**src/rtl/lsu_mem_stage.sv**
```systemverilog
// Memory-stage load/store unit: runs each load/store as a req/ack bus transaction,
// holding the pipeline via o_stall_req until the access completes or times out.
module lsu_mem_stage #(
  parameter int unsigned MAX_WAIT = 255
) (
  input  logic        i_clk,
  input  logic        i_rst,
  input  logic        i_valid_DM,
  input  logic [31:0] i_alu_result_DM,
  input  logic [31:0] i_rs2_data_DM,
  input  logic        i_lsu_wren_DM,
  input  logic [1:0]  i_wb_sel_DM,
  input  logic [2:0]  i_funct3_DM,
  output logic        o_mem_req,
  output logic        o_mem_we,
  output logic [31:0] o_mem_addr,
  output logic [31:0] o_mem_wdata,
  output logic [3:0]  o_mem_bmask,
  input  logic        i_mem_ack,
  input  logic [31:0] i_mem_rdata,
  output logic        o_stall_req,
  output logic        o_ld_valid,
  output logic [31:0] o_ld_data,
  output logic        o_misaligned,
  output logic        o_bus_err
);
  typedef enum logic [1:0] {IDLE, BUSY, DONE} state_t;
  localparam logic [7:0] MAX_WAIT_C = 8'(MAX_WAIT);

  state_t      state_q, state_d;
  logic [7:0]  cnt_q, cnt_d, cnt_inc;
  logic        req_q, req_d;
  logic        we_q, we_d;
  logic [31:0] addr_q, addr_d;
  logic [31:0] wdata_q, wdata_d;
  logic [3:0]  bmask_q, bmask_d;
  logic [2:0]  funct3_q, funct3_d;
  logic [1:0]  off_q, off_d;
  logic        ld_valid_q, ld_valid_d;
  logic [31:0] ld_data_q, ld_data_d;
  logic        bus_err_q, bus_err_d;

  logic        access, misaligned, stall, mis_now;
  logic [3:0]  st_bmask;
  logic [31:0] st_wdata;
  logic [7:0]  ld_byte;
  logic [15:0] ld_half;
  logic [31:0] ld_ext;

  // A store wins when both store and load are flagged.
  assign access  = i_valid_DM & (i_lsu_wren_DM | (i_wb_sel_DM == 2'b01));
  assign cnt_inc = cnt_q + 8'd1;

  always_comb begin
    misaligned = 1'b0;
    st_bmask   = 4'b1111;
    st_wdata   = i_rs2_data_DM;
    unique case (i_funct3_DM[1:0])
      2'b00: begin
        st_bmask = 4'b0001 << i_alu_result_DM[1:0];
        st_wdata = {4{i_rs2_data_DM[7:0]}};
      end
      2'b01: begin
        misaligned = i_alu_result_DM[0];
        st_bmask   = 4'b0011 << {i_alu_result_DM[1], 1'b0};
        st_wdata   = {2{i_rs2_data_DM[15:0]}};
      end
      default: misaligned = |i_alu_result_DM[1:0];
    endcase
  end

  always_comb begin
    ld_byte = i_mem_rdata[{off_q, 3'b000} +: 8];
    ld_half = off_q[1] ? i_mem_rdata[31:16] : i_mem_rdata[15:0];
    unique case (funct3_q)
      3'b000:  ld_ext = {{24{ld_byte[7]}}, ld_byte};
      3'b100:  ld_ext = {24'd0, ld_byte};
      3'b001:  ld_ext = {{16{ld_half[15]}}, ld_half};
      3'b101:  ld_ext = {16'd0, ld_half};
      default: ld_ext = i_mem_rdata;
    endcase
  end

  always_comb begin
    state_d    = state_q;
    cnt_d      = cnt_q;
    req_d      = req_q;
    we_d       = we_q;
    addr_d     = addr_q;
    wdata_d    = wdata_q;
    bmask_d    = bmask_q;
    funct3_d   = funct3_q;
    off_d      = off_q;
    ld_valid_d = 1'b0;
    ld_data_d  = ld_data_q;
    bus_err_d  = 1'b0;
    stall      = 1'b0;
    mis_now    = 1'b0;
    unique case (state_q)
      IDLE: begin
        cnt_d = 8'd0;
        if (access) begin
          if (misaligned) begin
            mis_now = 1'b1;
          end else begin
            stall    = 1'b1;
            req_d    = 1'b1;
            we_d     = i_lsu_wren_DM;
            addr_d   = {i_alu_result_DM[31:2], 2'b00};
            wdata_d  = i_lsu_wren_DM ? st_wdata : 32'd0;
            bmask_d  = i_lsu_wren_DM ? st_bmask : 4'b1111;
            funct3_d = i_funct3_DM;
            off_d    = i_alu_result_DM[1:0];
            state_d  = BUSY;
          end
        end
      end
      BUSY: begin
        stall = 1'b1;
        cnt_d = cnt_inc;
        if (i_mem_ack) begin
          req_d      = 1'b0;
          state_d    = DONE;
          ld_valid_d = ~we_q;
          if (!we_q) ld_data_d = ld_ext;
        end else if (cnt_inc == MAX_WAIT_C) begin
          req_d      = 1'b0;
          state_d    = DONE;
          bus_err_d  = 1'b1;
          ld_valid_d = ~we_q;
          if (!we_q) ld_data_d = 32'd0;
        end
      end
      // Inputs still describe the finished instruction here; never re-issue it.
      DONE:    state_d = IDLE;
      default: state_d = IDLE;
    endcase
  end

  always_ff @(posedge i_clk) begin
    if (i_rst) begin
      state_q    <= IDLE;
      cnt_q      <= 8'd0;
      req_q      <= 1'b0;
      we_q       <= 1'b0;
      addr_q     <= 32'd0;
      wdata_q    <= 32'd0;
      bmask_q    <= 4'd0;
      funct3_q   <= 3'd0;
      off_q      <= 2'd0;
      ld_valid_q <= 1'b0;
      ld_data_q  <= 32'd0;
      bus_err_q  <= 1'b0;
    end else begin
      state_q    <= state_d;
      cnt_q      <= cnt_d;
      req_q      <= req_d;
      we_q       <= we_d;
      addr_q     <= addr_d;
      wdata_q    <= wdata_d;
      bmask_q    <= bmask_d;
      funct3_q   <= funct3_d;
      off_q      <= off_d;
      ld_valid_q <= ld_valid_d;
      ld_data_q  <= ld_data_d;
      bus_err_q  <= bus_err_d;
    end
  end

  assign o_mem_req    = req_q;
  assign o_mem_we     = we_q;
  assign o_mem_addr   = addr_q;
  assign o_mem_wdata  = wdata_q;
  assign o_mem_bmask  = bmask_q;
  assign o_stall_req  = stall;
  assign o_misaligned = mis_now;
  assign o_ld_valid   = ld_valid_q;
  assign o_ld_data    = mis_now ? 32'd0 : ld_data_q;
  assign o_bus_err    = bus_err_q;
endmodule

```
**config.mk**
```make
export PLATFORM = sky130hd
export DESIGN_NAME = lsu_mem_stage
export DESIGN_NICKNAME = d
export VERILOG_FILES = /design/src/rtl/lsu_mem_stage.sv
export SDC_FILE = /design/constraint.sdc
export NUM_CORES = 1
export LEC_CHECK = 0
export CORE_MARGIN = 2
export CORE_UTILIZATION = 46
export DETAILED_ROUTE_END_ITERATION = 10
export PLACE_DENSITY = 0.82
export SYNTH_ARGS = -nofsm -noshare
export SYNTH_HDL_FRONTEND = slang
export SYNTH_SLANG_ARGS = --single-unit
```
**constraint.sdc**
```tcl
create_clock -name i_clk -period 2 [get_ports i_clk]
set_input_delay 0.2 -clock i_clk [delete_from_list [all_inputs] [get_ports i_clk]]
set_output_delay 0.2 -clock i_clk [all_outputs]
set_load 0.005 [all_outputs]
```
==> results of run 1 <==
[synth_stat cells (3+ instances only)]
| cell | count |
|---|---|
| nand3_1 | 28 |
| nor2_1 | 57 |
| buf_1 | 3 |
| dfxtp_1 | 117 |
| o21ai_0 | 41 |
| and2_1 | 32 |
| o221a_2 | 8 |
| nor2b_1 | 15 |
| mux2_2 | 21 |
| nor3_1 | 3 |
| nor3b_1 | 4 |
| nand2_1 | 120 |
| a221oi_1 | 3 |
| nand3b_1 | 5 |
| inv_1 | 7 |
| o211ai_1 | 21 |
| a211oi_1 | 7 |
| clkbuf_1 | 46 |
| o311ai_1 | 6 |
| buf_2 | 15 |
| a32oi_1 | 4 |
| a21oi_1 | 86 |
| mux2i_1 | 22 |
| a22oi_1 | 3 |
| o311ai_0 | 10 |
| a311oi_1 | 3 |
| o221ai_1 | 5 |
| nand2b_1 | 23 |
[per-layer routing]
metal  vias up  wire length (um)  GRT usage
li1       3102                 -          -
met1      3086              8284     0.3347
met2       352             10540     0.4629
met3        55              2107     0.1022
met4         0               582    0.09337
met5         -                 0          0
[worst max-delay path, stage by stage, from the launching register on]
cell	delay, ns
dfxtp_2	0.33
nor3b_4	0.25
o21ai_2	0.11
buf_4	0.14
nand2b_4	0.19
clkbuf_16	0.19
and2_4	0.15
buf_6	0.11
[layout make-up]
| type | count | area, um2 |
|---|---|---|
| Tap cell | 172 | 215.2 |
| Timing Repair Buffer | 271 | 2646 |
| Clock buffer | 24 | 501.7 |
| Inverter | 8 | 30.03 |
| Sequential cell | 117 | 2349 |
| Clock inverter | 8 | 143.9 |
| Multi-Input combinational cell | 561 | 3462 |
| Antenna cell | 1 | 2.502 |
| Fill cell | 929 | 3321 |
[how the worst min path moves through the flow]
stage / start / endpoint / slack, ns / cells past startpoint
after floorplan: i_alu_result_DM[10] / o_mem_addr[10] / 0.34 / 2
after global placement: o_mem_wdata[16] / o_mem_wdata[16] / 0.44 / 2
after detailed placement: o_mem_addr[25] / o_mem_addr[25] / 0.45 / 2
after CTS: i_alu_result_DM[27] / o_mem_addr[27] / 0.32 / 3
after global routing: i_alu_result_DM[15] / o_mem_addr[15] / 0.33 / 3
final: i_alu_result_DM[27] / o_mem_addr[27] / 0.32 / 3
[cells by family (layout without fill, tap and decap cells)]
group | count (synthesis) | after routing | synth area share
and+or+nand+nor | 300 | 300 | 0.2399
AOI/OAI and AO/OA | 212 | 212 | 0.2273
DFF | 117 | 117 | 0.3919
buffers and inverters | 75 | 311 | 0.05275
muxes | 45 | 45 | 0.08332
adders and majority gates | 2 | 2 | 0.004186
other | 1 | 3 | 0.0006274
[repair_timing]
| item | CTS | global route |
|---|---|---|
| endpoints found under the setup margin | 37 | 126 |
| buffers inserted | 7 | 11 |
| gates resized for setup | 64 | 109 |
| pin swaps | 22 | 15 |
| gates cloned | 1 | 5 |
[through the flow]
step           hold WS [ns]  worst slack [ns]    util
2_1_floorplan        0.3360            0.1681       -
3_3_place_gp         0.4377           -0.4750  0.6630
3_5_place_dp         0.4455           -0.5163  0.6630
4_1_cts              0.3203           -0.1060  0.7224
5_1_grt              0.3313           -0.1470  0.7379
6_report             0.3222          -0.09932  0.7379
[registers in the layout, summed over array words and instances, names as in the netlist]
register	flops
cnt_q	8
funct3_q	3
ld_data_q	32
o_bus_err	1
o_ld_valid	1
o_mem_addr	30
o_mem_bmask	4
o_mem_req	1
o_mem_wdata	32
o_mem_we	1
off_q	2
state_q	2
[report_power, final]
group / leakage, nW / switching [mW] / internal, mW
Combinational: 2.27 / 0.516 / 0.610
Sequential: 0.951 / 0.0656 / 2.42
Clock: 0.320 / 1.10 / 2.25
Total: 3.54 / 1.68 / 5.28
==> results.py, run 1 <==
metrics = {
    "run_status": {
        "status": "finished, violations left",
        "failed_checks": "negative setup slack",
    },
    "layout": {
        "final_common_cell": "clkdlybuf4s50_1",
        "area_delta_synth_final_pct": 56.44,
        "finalInstanceArea_mm2": 0.009350,
        "layout_common_cells": "clkdlybuf4s50_1, nand2_1, dfxtp_1",
        "finalNonFillerCells": 1162,
        "finalNetCount": 1084,
        "drive_gt1_frac": 0.1962,
    },
    "worst_setup_path": {
        "path_max_fanout": 8,
        "reg2reg_from": "off_q[1]",
        "crit_type": "reg -> out",
        "worst_r2r_path_depth": 6,
        "cp_data_required_time_ns": 1.80,
        "rr_endpoint": "ld_data_q[14]",
        "startpoint": "state_q[1]",
        "critPathLaunchType": "flop",
        "arrival_ns": 1.90,
        "cp-endpoint": "o_ld_data[18]",
        "ff2ff_setup_slack_ns": 0.07,
        "cp-end-kind": "primary output",
    },
    "logic_synthesis": {
        "synth_edf_count": 0,
        "synthArstFlopShare": 0,
        "ys_seq_elements": 117,
        "syn_area_mm2": 0.005977,
        "ys.flop_type": "dfxtp_1",
        "syn_inst": 752,
        "yosysSeqAreaShare": 0.3919,
        "synthTopCellsByArea": "dfxtp_1, nand2_1, a21oi_1, mux2_2, mux2i_1",
        "yosysWarnings": 0,
        "synth_top_cell_area_share": 0.3919,
        "yosysTopAreaCell": "dfxtp_1",
        "synth_cell_types": 56,
        "synth.avg_cell_area_um2": 7.948,
    },
    "clock_network": {
        "cts_hold_buffers": 0,
        "h-tree-depth": 4,
        "clk_pin_slew_ns": 0.05,
        "cts-buffers-inserted": 17,
        "clk_latency_ns": 0.42,
        "clockBufferDepth": 2,
        "cts-root-buf": "clkbuf_16",
        "clock-sinks": 117,
        "cts_tree": "built",
    },
    "grt": {
        "grt_overflow": 0,
        "track_usage": 0.2794,
        "antenna_found_initial": 1,
        "grt_max_degree": 73,
        "grt_pass1_wl_um": 31060,
        "grt_pass1_vias": 5824,
    },
    "power": {
        "p_leak_nw": 3.540,
        "ir_drop_mv": 0.4759,
        "finalPower_mw": 6.956,
        "power.density_mw_per_mm2": 743.9,
    },
    "sta": {
        "max_freq_ghz": 0.4763,
        "finalSetupViolations": 33,
        "timing.final.ws_setup_ns": -0.09932,
        "fin_crit_ns": 2.099,
        "slew_viol_final": 0,
        "max_slew.worst_pin.slew_ns": 0.7786,
        "period_share": 1.050,
        "rsz0062_at_grt": "true",
        "finalSetupTns_ns": -2.544,
        "hold_viol": 0,
        "skew_ns": 0.006642,
        "maxSlewHeadroom": 0.4809,
    },
    "floorplanning": {
        "die_height_um": 118.0,
        "core_mm2": 0.01267,
        "num_rows": 41,
        "die_area_mm2": 0.01392,
        "die_w_um": 118.0,
        "initial_core_util": 0.4717,
        "boundaryPins": 212,
    },
    "route": {
        "postRouteAntennaNets": 0,
        "vias": 6595,
        "drc_errors": 0,
        "dr.pass1.iters": 5,
        "routedWlPerCell_um": 18.51,
        "vias_per_cell": 5.676,
        "drt_first_iter_violations": 692,
        "drt-total-wl_um": 21510,
    },
    "placed_design": {
        "hpwl_um": 13550,
        "placed_area_mm2": 0.008401,
        "port_buffers": 209,
        "routabilityCongestion": 0.8390,
        "dp.cells": 1109,
    },
    "worst_hold_path": {
        "hold_path.class": "in -> reg",
    },
    "flow_run": {
        "cap_violations": 0,
    },
}
(Power assumes the default switching activity.)
==> run 2, diff against run 1 <==
- SETUP_SLACK_MARGIN: unset -> 0.05
==> run 2 against run 1 <==
The run now ends clean; final cell count is 0.34% lower; flip-flop and latch count stayed put; first-iteration DRC count down 3.2%; maximum frequency is 5.6% higher; utilization is 0.27 points higher; final area grew 0.36%; global-route usage grew 0.78 points; clock skew up 0.00061 ns; combinational power hardly changed; non-clock buffer count fell by 4; clock-buffer cell count is the same; largest cell class unchanged.
==> results.py, run 2 (synthesis gave the netlist of run 1 again) <==
metrics = {
    "grt": {
        "grt_max_degree": 73,
        "track_usage": 0.2872,
        "grt_overflow": 0,
        "grt_pass1_wl_um": 31880,
        "grt_pass1_vias": 6021,
        "antenna_found_initial": 1,
    },
    "placed_design": {
        "dp.cells": 1109,
        "port_buffers": 209,
        "hpwl_um": 13550,
        "routabilityCongestion": 0.8390,
        "place_ws_ns": -0.5163,
    },
    "clock_network": {
        "cts_hold_buffers": 0,
        "cts-root-buf": "clkbuf_16",
        "cts-buffers-inserted": 17,
        "clk_latency_ns": 0.42,
        "h-tree-depth": 4,
        "clock-sinks": 117,
        "clk_pin_slew_ns": 0.06,
        "cts_tree": "built",
        "clockBufferDepth": 2,
    },
    "floorplanning": {
        "core_mm2": 0.01267,
        "die_w_um": 118.0,
        "die_height_um": 118.0,
        "die_area_mm2": 0.01392,
        "initial_core_util": 0.4717,
        "boundaryPins": 212,
        "num_rows": 41,
    },
    "worst_setup_path": {
        "arrival_ns": 2.25,
        "cp_data_required_time_ns": 2.26,
        "cp-end-kind": "flop",
        "crit_type": "reg -> reg",
        "path_max_fanout": 4,
        "critPathLaunchType": "flop",
    },
    "worst_hold_path": {
        "hold_path.class": "in -> reg",
    },
    "flow_run": {
        "cap_violations": 0,
    },
    "sta": {
        "hold_viol": 0,
        "finalSetupViolations": 0,
        "fin_crit_ns": 1.989,
        "period_share": 0.9944,
        "max_freq_ghz": 0.5028,
        "maxSlewHeadroom": 0.4857,
        "worst_hold_slack_ns": 0.3299,
        "rsz0062_at_grt": "true",
        "slew_viol_final": 0,
        "max_slew.worst_pin.slew_ns": 0.7715,
        "timing.final.ws_setup_ns": 0.01113,
        "skew_ns": 0.007249,
    },
    "route": {
        "postRouteAntennaNets": 0,
        "drt_first_iter_violations": 670,
        "drc_errors": 0,
        "routedWlPerCell_um": 18.20,
        "dr.pass1.iters": 5,
        "vias_per_cell": 5.620,
        "drt-total-wl_um": 21080,
        "vias": 6508,
    },
    "layout": {
        "area_delta_synth_final_pct": 57.00,
        "finalNetCount": 1080,
        "final_common_cell": "clkdlybuf4s50_1",
        "finalNonFillerCells": 1158,
        "layout_common_cells": "clkdlybuf4s50_1, nand2_1, dfxtp_1",
        "drive_gt1_frac": 0.2081,
    },
    "power": {
        "power.density_mw_per_mm2": 740.4,
        "p_leak_nw": 3.548,
        "ir_drop_mv": 0.5671,
    },
    "run_status": {
        "status": "completed",
    },
}
==> run 2: cell count changes in the layout (fill, tap and decap cells not counted), moves of 2 or more <==
cell | previous run | this run
a21oi_1 | 84 | 78
a21oi_2 | 2 | 8
and2_1 | 17 | 11
and2_4 | 15 | 21
buf_16 | 0 | 2
buf_2 | 0 | 12
buf_4 | 49 | 44
buf_8 | 2 | 0
clkbuf_16 | 22 | 20
clkbuf_2 | 19 | 8
==> run 2: final cells by class <==
cell class	count	area [um2]
Antenna cell	1	2.502
Clock buffer	24	501.7
Clock inverter	8	143.9
Fill cell	913	3287
Inverter	8	30.03
Multi-Input combinational cell	561	3496
Sequential cell	117	2352
Tap cell	172	215.2
Timing Repair Buffer	267	2643
==> run 2: power by group <==
group | leakage, nW | total (mW) | switching (mW) | internal [mW]
Combinational | 2.28 | 1.13 | 0.513 | 0.617
Sequential | 0.952 | 2.49 | 0.0652 | 2.42
Clock | 0.320 | 3.33 | 1.08 | 2.25
==> run 2: repair_timing <==
action / CTS / global route
gates resized for setup: 128 / 68
endpoints found under the setup margin: 41 / 133
setup buffers: 11 / 3
pin swaps: 29 / 18
cloned: 3 / 3
==> run 2: critical path, stage by stage, from the launching register on <==
cell,delay (ns)
dfxtp_4,0.37
buf_6,0.11
mux2_4,0.31
a221o_1,0.35
a21o_1,0.26
a32oi_2,0.28
o221ai_1,0.14
==> run 2: path summary, 6_finish.rpt <==
kind	depth (start not counted)	startpoint	slack, ns	endpoint
max	6	off_q[1]	0.01	ld_data_q[9]
min	3	i_alu_result_DM[20]	0.33	o_mem_addr[20]
max reg2reg	6	off_q[1]	0.01	ld_data_q[9]
min reg2reg	2	o_mem_addr[27]	0.45	o_mem_addr[27]
==> run 2: routing by layer <==
| layer | vias up | GRT usage | part of all wire |
|---|---|---|---|
| li1 | 3103 | - | - |
| met1 | 3037 | 0.3369 | 0.39 |
| met2 | 319 | 0.4775 | 0.49 |
| met3 | 49 | 0.1051 | 0.092 |
| met4 | 0 | 0.1107 | 0.026 |
| met5 | - | 0 | 0 |
==> run 2: stage by stage <==
step	TNS, ns	total power [mW]	area (um2)	utilization
4_1_cts	-3.153	6.879	9173	0.7239
6_report	0	6.948	9384	0.7406
2_1_floorplan	0	2.955	5981	-
5_1_grt	-0.1522	7.160	9384	0.7406
3_3_place_gp	-22.59	3.519	8401	0.6630
3_5_place_dp	-24.94	3.533	8401	0.6630
